### config.mk
export PLATFORM = sky130hd
export DESIGN_NAME = regs_wb_arbiter_flat
export DESIGN_NICKNAME = d
export VERILOG_FILES = /design/src/rtl/regs_wb_arbiter_if.sv /design/src/rtl/regs_wb_arbiter.sv /design/src/flat_wrapper.sv
export SDC_FILE = /design/constraint.sdc
export NUM_CORES = 1
export LEC_CHECK = 0
export CORE_MARGIN = 5
export CORE_UTILIZATION = 53
export DETAILED_ROUTE_END_ITERATION = 10
export HOLD_SLACK_MARGIN = 0.03
export PLACE_DENSITY = 0.85
export SLEW_MARGIN = 20
export SYNTH_ARGS = -nofsm -noshare
export SYNTH_HDL_FRONTEND = slang
export SYNTH_SLANG_ARGS = --single-unit
export TNS_END_PERCENT = 10
### constraint.sdc
create_clock -name clk -period 5.65 [get_ports clk]
set_input_delay 1.695 -clock clk [delete_from_list [all_inputs] [get_ports clk]]
set_output_delay 1.695 -clock clk [all_outputs]
set_load 0.02 [all_outputs]
### src/rtl/regs_wb_arbiter_if.sv
// Writeback bus between the two writeback sources, the register-file write port
// and the decode hazard lookup. The arbiter sits on the slave modport.
interface regs_wb_arbiter_if #(
  parameter int XLEN = 32,
  parameter int AW   = 5
);
  logic            a_valid;
  logic            a_ready;
  logic [AW-1:0]   a_addr;
  logic [XLEN-1:0] a_data;
  logic            b_valid;
  logic            b_ready;
  logic [AW-1:0]   b_addr;
  logic [XLEN-1:0] b_data;
  logic            rf_we;
  logic [AW-1:0]   rf_waddr;
  logic [XLEN-1:0] rf_wdata;
  logic [AW-1:0]   chk_addr_1;
  logic [AW-1:0]   chk_addr_2;
  logic            chk_hit_1;
  logic            chk_hit_2;
  logic            idle;

  modport slave (
    input  a_valid, a_addr, a_data, b_valid, b_addr, b_data, chk_addr_1, chk_addr_2,
    output a_ready, b_ready, rf_we, rf_waddr, rf_wdata, chk_hit_1, chk_hit_2, idle
  );

  modport master (
    output a_valid, a_addr, a_data, b_valid, b_addr, b_data, chk_addr_1, chk_addr_2,
    input  a_ready, b_ready, rf_we, rf_waddr, rf_wdata, chk_hit_1, chk_hit_2, idle
  );
endinterface

### src/rtl/regs_wb_arbiter.sv
// Two-source writeback arbiter for the register-file write port: one-entry buffer
// per source, age/starvation-aware grant, registered write port, RAW hazard lookup.
module regs_wb_arbiter #(
  parameter int XLEN       = 32,
  parameter int AW         = 5,
  parameter int STARVE_LIM = 4
) (
  input logic              clk,
  input logic              rst,
  regs_wb_arbiter_if.slave bus
);
  localparam int SW = (STARVE_LIM < 1) ? 1 : $clog2(STARVE_LIM + 1);

  logic            bufa_v, bufb_v;
  logic [AW-1:0]   bufa_addr, bufb_addr;
  logic [XLEN-1:0] bufa_data, bufb_data;
  logic            age_b;
  logic [SW-1:0]   starve_cnt;
  logic            rf_we_q;
  logic [AW-1:0]   rf_waddr_q;
  logic [XLEN-1:0] rf_wdata_q;
  logic            grant_a, grant_b;
  logic            a_ready_c, b_ready_c;
  logic            a_load, b_load;

  // Grant looks only at buffered entries; age_b=1 means bufB holds the older write.
  always_comb begin
    grant_a = 1'b0;
    grant_b = 1'b0;
    if (bufa_v && bufb_v) begin
      if (bufa_addr == bufb_addr) begin
        grant_b = age_b;
        grant_a = !age_b;
      end else if (starve_cnt == SW'(STARVE_LIM)) begin
        grant_b = 1'b1;
      end else begin
        grant_a = 1'b1;
      end
    end else begin
      grant_a = bufa_v;
      grant_b = bufb_v;
    end
  end

  // Handshake: a write transfers at posedge when valid && ready. Ready depends on
  // buffer state only (empty, or draining this cycle), never on valid. A transfer
  // to x0 is acknowledged but not stored.
  assign a_ready_c = !bufa_v || grant_a;
  assign b_ready_c = !bufb_v || grant_b;
  assign a_load    = bus.a_valid && a_ready_c && (bus.a_addr != '0);
  assign b_load    = bus.b_valid && b_ready_c && (bus.b_addr != '0);

  always_ff @(posedge clk or negedge rst) begin
    if (!rst) begin
      bufa_v    <= 1'b0;
      bufa_addr <= '0;
      bufa_data <= '0;
    end else if (a_load) begin
      bufa_v    <= 1'b1;
      bufa_addr <= bus.a_addr;
      bufa_data <= bus.a_data;
    end else if (grant_a) begin
      bufa_v    <= 1'b0;
    end
  end

  always_ff @(posedge clk or negedge rst) begin
    if (!rst) begin
      bufb_v    <= 1'b0;
      bufb_addr <= '0;
      bufb_data <= '0;
    end else if (b_load) begin
      bufb_v    <= 1'b1;
      bufb_addr <= bus.b_addr;
      bufb_data <= bus.b_data;
    end else if (grant_b) begin
      bufb_v    <= 1'b0;
    end
  end

  // Simultaneous loads count B as older, so an A load alongside B (or behind a
  // resident B) marks B older.
  always_ff @(posedge clk or negedge rst) begin
    if (!rst) begin
      age_b <= 1'b0;
    end else if (a_load && (b_load || bufb_v)) begin
      age_b <= 1'b1;
    end else if (b_load && bufa_v) begin
      age_b <= 1'b0;
    end
  end

  always_ff @(posedge clk or negedge rst) begin
    if (!rst) begin
      starve_cnt <= '0;
    end else if (bufb_v && !grant_b) begin
      if (starve_cnt != SW'(STARVE_LIM)) starve_cnt <= starve_cnt + SW'(1);
    end else begin
      starve_cnt <= '0;
    end
  end

  always_ff @(posedge clk or negedge rst) begin
    if (!rst) begin
      rf_we_q    <= 1'b0;
      rf_waddr_q <= '0;
      rf_wdata_q <= '0;
    end else begin
      rf_we_q <= grant_a || grant_b;
      if (grant_b) begin
        rf_waddr_q <= bufb_addr;
        rf_wdata_q <= bufb_data;
      end else if (grant_a) begin
        rf_waddr_q <= bufa_addr;
        rf_wdata_q <= bufa_data;
      end
    end
  end

  assign bus.a_ready  = a_ready_c;
  assign bus.b_ready  = b_ready_c;
  assign bus.rf_we    = rf_we_q;
  assign bus.rf_waddr = rf_waddr_q;
  assign bus.rf_wdata = rf_wdata_q;
  assign bus.idle     = !bufa_v && !bufb_v && !rf_we_q;

  // A register is still in flight while buffered or on the write port this cycle.
  assign bus.chk_hit_1 = (bus.chk_addr_1 != '0) &&
                         ((bufa_v && (bufa_addr == bus.chk_addr_1)) ||
                          (bufb_v && (bufb_addr == bus.chk_addr_1)) ||
                          (rf_we_q && (rf_waddr_q == bus.chk_addr_1)));
  assign bus.chk_hit_2 = (bus.chk_addr_2 != '0) &&
                         ((bufa_v && (bufa_addr == bus.chk_addr_2)) ||
                          (bufb_v && (bufb_addr == bus.chk_addr_2)) ||
                          (rf_we_q && (rf_waddr_q == bus.chk_addr_2)));
endmodule
### src/flat_wrapper.sv
// flat-port wrapper written by rule: the top's interface ports become plain ports
module regs_wb_arbiter_flat 
#(
  parameter int XLEN       = 32,
  parameter int AW         = 5,
  parameter int STARVE_LIM = 4
)
  (clk, rst, bus_a_valid, bus_a_addr, bus_a_data, bus_b_valid, bus_b_addr, bus_b_data, bus_chk_addr_1, bus_chk_addr_2, bus_a_ready, bus_b_ready, bus_rf_we, bus_rf_waddr, bus_rf_wdata, bus_chk_hit_1, bus_chk_hit_2, bus_idle);
  regs_wb_arbiter_if #(.XLEN(XLEN), .AW(AW)) bus_i ();
  input logic clk;
  input logic rst;
  input wire logic [$bits(bus_i.a_valid)-1:0] bus_a_valid;
  input wire logic [$bits(bus_i.a_addr)-1:0] bus_a_addr;
  input wire logic [$bits(bus_i.a_data)-1:0] bus_a_data;
  input wire logic [$bits(bus_i.b_valid)-1:0] bus_b_valid;
  input wire logic [$bits(bus_i.b_addr)-1:0] bus_b_addr;
  input wire logic [$bits(bus_i.b_data)-1:0] bus_b_data;
  input wire logic [$bits(bus_i.chk_addr_1)-1:0] bus_chk_addr_1;
  input wire logic [$bits(bus_i.chk_addr_2)-1:0] bus_chk_addr_2;
  output wire logic [$bits(bus_i.a_ready)-1:0] bus_a_ready;
  output wire logic [$bits(bus_i.b_ready)-1:0] bus_b_ready;
  output wire logic [$bits(bus_i.rf_we)-1:0] bus_rf_we;
  output wire logic [$bits(bus_i.rf_waddr)-1:0] bus_rf_waddr;
  output wire logic [$bits(bus_i.rf_wdata)-1:0] bus_rf_wdata;
  output wire logic [$bits(bus_i.chk_hit_1)-1:0] bus_chk_hit_1;
  output wire logic [$bits(bus_i.chk_hit_2)-1:0] bus_chk_hit_2;
  output wire logic [$bits(bus_i.idle)-1:0] bus_idle;
  assign bus_i.a_valid = bus_a_valid;
  assign bus_i.a_addr = bus_a_addr;
  assign bus_i.a_data = bus_a_data;
  assign bus_i.b_valid = bus_b_valid;
  assign bus_i.b_addr = bus_b_addr;
  assign bus_i.b_data = bus_b_data;
  assign bus_i.chk_addr_1 = bus_chk_addr_1;
  assign bus_i.chk_addr_2 = bus_chk_addr_2;
  assign bus_a_ready = bus_i.a_ready;
  assign bus_b_ready = bus_i.b_ready;
  assign bus_rf_we = bus_i.rf_we;
  assign bus_rf_waddr = bus_i.rf_waddr;
  assign bus_rf_wdata = bus_i.rf_wdata;
  assign bus_chk_hit_1 = bus_i.chk_hit_1;
  assign bus_chk_hit_2 = bus_i.chk_hit_2;
  assign bus_idle = bus_i.idle;
  regs_wb_arbiter #(.XLEN(XLEN), .AW(AW), .STARVE_LIM(STARVE_LIM)) u_core (.clk(clk), .rst(rst), .bus(bus_i));
endmodule
==> flow_summary.yaml <==
run_status:
  status: "complete, no violations"
synthesis:
  synth_compound_area_frac: 0.0970
  ys_warn_count: 0
  syn_inst: 388
  synthSimpleGateAreaFrac: 0.0872
  avgSynthCellArea_um2: 13.5
  muxShareOfSynthArea: 0.156
  syn_area_mm2: 0.00525
  syn_nets: 478
  synth_top_family_by_area: "multiplexers"
  ys_types: 37
  seq_area_frac_synth: 0.562
  synth_xor_area_frac: 0.0601
  synth_seq_cells: 118
  synth_area_leaders: "dfrtp_1 56%, mux2_2 15%, a221o_1 7.1%, and2_1 4.6%, xor2_1 3.8%"
  synthAdderAreaFrac: 0.00477
  synth.top_cell.area_share: 0.562
  synth_top_area_cell: "dfrtp_1"
final_layout:
  nNetsFinal: 610
  n_antenna_cell: 0
  drive_gt1_frac: 0.209
  synthToLayoutAreaGrowth_pct: 36.8
  final_cell_mix: "129 x clkdlybuf4s50_1, 118 x dfrtp_1, 68 x mux2_2"
  multi_input_area_mm2: 0.00214
  nFillCells: 663
  seqCellArea_mm2: 0.00295
  final_common_cell: "clkdlybuf4s50_1"
detailed_routing:
  wl_met2_um: 7050
  drc: 0
  dr.pass1.iters: 4
  drt_iter0_drc: 189
  drt-wirelength-per-cell_um: 20.2
  viasPerCell: 5.69
  routed_wl_um: 13400
  met3RoutedLength_um: 1010
  highest_layer: "met4"
  wl_met1_um: 5200
  ant_nets: 0
  via_count: 3775
global_route:
  grt_max_degree: 80
  antenna_found_initial: 0
  grt_pass1_vias: 4235
  grt_usage: 0.236
  overflow: 0
  grt_pass1_wl_um: 21300
critical_path:
  arrival_ns: 3.64
  end_kind: "primary output"
  reg2reg_from: "u_core.bufb_addr[1]"
  ff2ff_path_depth: 6
  crit_end: "bus_chk_hit_1"
  worst-path-buf-inv: 2
  crit_path_max_fanout: 4
  startpoint: "bus_chk_addr_1[4]"
  cpMaxStageDelayCell: "clkdlybuf4s50_1"
  crit_chain: "clkdlybuf4s50_1, xor2_1, nor4_1, a31oi_1, a21oi_1, clkdlybuf4s50_1"
  timing.rr.end: "u_core.bufb_addr[4]"
  ff2ff_setup_slack_ns: 2.95
  worstSetupPathType: "input pin to primary output"
  cp-start-kind: "input pin"
  cp_top_family: "buffers and inverters"
  cp_num_cells: 6
  crit_top_cell: "clkdlybuf4s50_1"
  cp.required_ns: 3.95
  max_stage_delay_ns: 0.61
die:
  die_h_um: 110
  die_area_mm2: 0.0120
  ios: 131
  start_util: 0.540
  placement_rows: 36
  core_mm2: 0.00973
  die_x_um: 110
clocking:
  clock_sinks: 118
  clk_path_buf_depth: 2
  cts_root_buf: "clkbuf_8"
  clock_latency_ns: 0.52
  cts-resized-gates: 0
  hold_buffers: 0
  cts_max_level: 4
  cts_setup_buffers: 0
  cts-buffers-inserted: 17
  clk_pin_slew_ns: 0.05
  tritoncts: "done"
place:
  hpwl_um: 8880
  place.gp.congestion: 0.860
  numPortBuffers: 130
job:
  max_cap_violations: 0
pwr:
  p_per_area_mw_per_mm2: 386
  ir_worst_vdd_mv: 0.254
  total_power_mw: 2.77
  p_leak_nw: 2.96
timing:
  period_share: 0.945
  rsz0062_at_grt: "false"
  skew_ns: 0.00970
  maxSlewHeadroom: 0.332
  drv_slew: 0
  fin_setup_tns_ns: 0
  tightest_slew_ns: 0.999
  setup_viol: 0
  fmaxAchievable_mhz: 187
  hold_violations: 0
  min_period_ns: 5.34
worst_hold_path:
  hp-class: "register to register"
-- Yosys cell counts --
cell type / count
and2_1: 39
mux2_1: 4
nand4_1: 2
inv_1: 5
nor2b_1: 1
a31oi_1: 4
buf_2: 9
buf_4: 3
or2_2: 1
nand3_1: 4
ha_1: 2
clkbuf_1: 4
dfrtp_1: 118
nand2_1: 8
nor3_4: 1
a31o_1: 1
nor2_1: 9
a21o_4: 1
a21o_1: 1
mux2i_1: 1
xor2_1: 23
a32o_1: 1
a221o_1: 37
or4_1: 4
a31oi_4: 1
nor4_1: 4
o21ai_0: 1
a31oi_2: 1
nor4b_1: 1
nand3_2: 1
a21oi_1: 4
o2bb2ai_1: 1
nor3_1: 3
mux2_2: 68
o21ai_1: 1
buf_6: 6
xnor2_1: 13
-- power by group --
part           internal, mW  leakage [nW]  switching (mW)  total (mW)
combinational         0.348          1.29           0.290       0.638
clock                 0.653         0.271           0.360        1.01
sequential            0.998          1.39           0.122        1.12
total                  2.00          2.96           0.773        2.77
-- metrics by stage --
stage                     setup WS (ns)  std cells  cell area, um^2  utilization  hold slack [ns]
after CTS                         0.345        664             7180        0.738            0.493
after detailed placement          0.356        634             6620        0.680            0.480
final                             0.313        664             7180        0.738            0.495
after floorplan                    1.39        388             5250            -            0.459
after global routing              0.224        664             7180        0.738            0.512
after global placement            0.440        634             6620        0.680            0.472
-- cells by family (layout without fill, tap and decap cells) --
group / Yosys count / count (layout)
flops: 118 / 118
buf+inv: 27 / 170
mux: 73 / 73
fa+ha+maj: 2 / 2
simple gates: 78 / 78
xor+xnor: 36 / 36
compound gates: 54 / 54
-- area by class of cell --
| type | instances | area share |
|---|---|---|
| Multi-Input combinational cell | 243 | 0.298 |
| Clock inverter | 9 | 0.0143 |
| Timing Repair Buffer | 135 | 0.187 |
| Tap cell | 133 | 0.0232 |
| Sequential cell | 118 | 0.411 |
| Inverter | 5 | 0.00261 |
| Clock buffer | 21 | 0.0639 |
-- sequential cells by signal, summed over array words and instances, names as in the netlist --
name / cells
u_core.bus.rf_waddr: 5
u_core.starve_cnt: 3
u_core.bufb_v: 1
u_core.bufb_data: 32
u_core.age_b: 1
u_core.bufa_addr: 5
u_core.bus.rf_we: 1
u_core.bus.rf_wdata: 32
u_core.bufa_data: 32
u_core.bufb_addr: 5
u_core.bufa_v: 1
-- routing by layer --
metal / GRT usage / up-vias
li1: - / 1677
met1: 0.282 / 1939
met2: 0.403 / 145
met3: 0.0816 / 14
met4: 0.0739 / 0
met5: 0 / -
-- worst min path at each step --
stage | slack (ns) | cells after the start | from | end
finish | 0.49 | 1 | u_core.bufb_data[29] | u_core.bufb_data[29]
CTS | 0.49 | 1 | u_core.bufb_data[29] | u_core.bufb_data[29]
global route | 0.51 | 1 | u_core.bufa_data[6] | u_core.bus.rf_wdata[6]
global placement | 0.47 | 1 | u_core.bufb_data[30] | u_core.bufb_data[30]
detailed placement | 0.48 | 1 | u_core.bufb_data[29] | u_core.bufb_data[29]
floorplan | 0.46 | 1 | u_core.bufb_data[29] | u_core.bufb_data[29]
Power figures use the tool's default switching activity.
==> RTL edit: new RTL, config.mk and constraints unchanged <==
`AW` is set to 5 in 3 places; all go to 7.
--- a/src/rtl/regs_wb_arbiter_if.sv
+++ b/src/rtl/regs_wb_arbiter_if.sv
@@ -3,5 +3,5 @@
 interface regs_wb_arbiter_if #(
   parameter int XLEN = 32,
-  parameter int AW   = 5
+  parameter int AW   = 7
 );
   logic            a_valid;
--- a/src/rtl/regs_wb_arbiter.sv
+++ b/src/rtl/regs_wb_arbiter.sv
@@ -3,5 +3,5 @@
 module regs_wb_arbiter #(
   parameter int XLEN       = 32,
-  parameter int AW         = 5,
+  parameter int AW         = 7,
   parameter int STARVE_LIM = 4
 ) (
--- a/src/flat_wrapper.sv
+++ b/src/flat_wrapper.sv
@@ -3,5 +3,5 @@
 #(
   parameter int XLEN       = 32,
-  parameter int AW         = 5,
+  parameter int AW         = 7,
   parameter int STARVE_LIM = 4
 )
Interface: changed (5 resized); port bits go from 131 to 141. The function was not compared with the original's and may differ.
==> RTL edit against the unedited design <==
Sequential cell count increased by 6. Synthesized area rose by 7.4%. Setup slack worse by 0.11 ns. Cell count up 6.8%. Combinational power grew 7.7%. Count of clock-buffer cells in the layout decreased by 2. Final area increased by 8.5%. Wire length is 10% higher. Power rose by 11%. Largest cell class unchanged. Largest power group is now clock.
==> RTL edit: results (changes against the unedited design) <==
Power
  – Leak: 3.47 nW (+17%)
  – Top power group: clock
  – Peak supply drop: 229 uV (-9.7%)

Routing
  – Vias after detailed routing: 4028 (+6.7%)
  – Drt first-iter violations: 252 (+33%)

Worst hold path
  – WHS Endpoint: u_core.bus.rf_wdata[26]
  – Hold_sp: u_core.bufa_data[26]

Cells and area
  – Final Util: 0.751 (+0.0133)
  – Inverters excl. clock: 3 (-2)
  – Fill cell count: 669 (+0.90%)
  – FF+latch area: 3100 um2 (+5.1%)
  – Clock tree cell share of total cell area: 0.0856 (+0.00736)
  – Signal buf overhead: 0.184 (-0.00226)
  – Fin nets: 658 (+7.9%)
  – Area of the multi-input gates: 2400 um2 (+12%)
  – CLK BUF: 19 (-9.5%)
  – Comb_multi_in: 269 (+11%)
  – Signal buffers: 145 (+7.4%)

Placement
  – DP Wirelength: 9.66 mm (+8.8%)
  – Post-Place Cells: 677 (+6.8%)
  – Pre-CTS WS: 0.230 ns (-0.125 ns)
  – Routability cong.: 0.928 (+7.9%)

STA
  – Skew final: 0.00925 ns (-0.000446 ns)
  – Slew @ Worst Pin: 1.06 ns (+0.0596 ns)

Critical path
  – R2R cell count: 7 (+1)
  – R2R Path Start: u_core.bufb_addr[0]
  – Reg2Reg Capture Point: u_core.bufa_data[6]

Floorplanning
  – Die area: 12800 um2 (+6.7%)

Outcome
  – Status: finished, final reports clean

Logic synthesis
  – Synth Area in Compound Gates: 0.129 (+0.0317)
  – Fraction of synthesized area in multiplexers: 0.158 (+0.00126)
  – Post-synthesis xor/xnor area fraction: 0.0777 (+0.0176)
  – Synth Register Bits: 124 (+5.1%)
  – Synth Area in Adders: 0.00444 (-0.000327)
  – Most common library cells after synthesis: 124 x dfrtp_1, 65 x mux2_2, 40 x a21o_1
  – Ranking of synthesized cells by area: dfrtp_1 55%, mux2_2 13%, a22o_1 6.1%
  – Synth unique cells: 38 (+2.7%)
  – Synth Net Count: 520 (+8.8%)

GRT
  – Vias in the first global route: 4566 (+7.8%)
  – Wire length of the first global-routing pass: 23.5 mm (+10%)
==> RTL edit: changes by cell type after synthesis, sizes merged, moves of 4 or more <==
cell,change
nand4,+5
a31oi,-4
and2,-39
buf,-4
a22o,+39
xor2,+14
dfrtp,+6
nor4,+6
a221o,-37
clkbuf,+8
a21o,+38
==> RTL edit: worst max-delay path: cells and delay by family <==
| family | cells | cell delay [ns] |
|---|---|---|
| buffers and inverters | 2 | 1.12 |
| xor gates and xnor gates | 1 | 0.19 |
| and+or+nand+nor | 2 | 0.42 |
| AOI/OAI and AO/OA | 3 | 0.32 |
==> RTL edit: routing by layer <==
layer / wire [um] / GRT usage / up-vias
li1: - / - / 1811
met1: 6020 / 0.281 / 2066
met2: 7790 / 0.423 / 133
met3: 769 / 0.0561 / 18
met4: 189 / 0.0721 / 0
met5: 0 / 0 / -
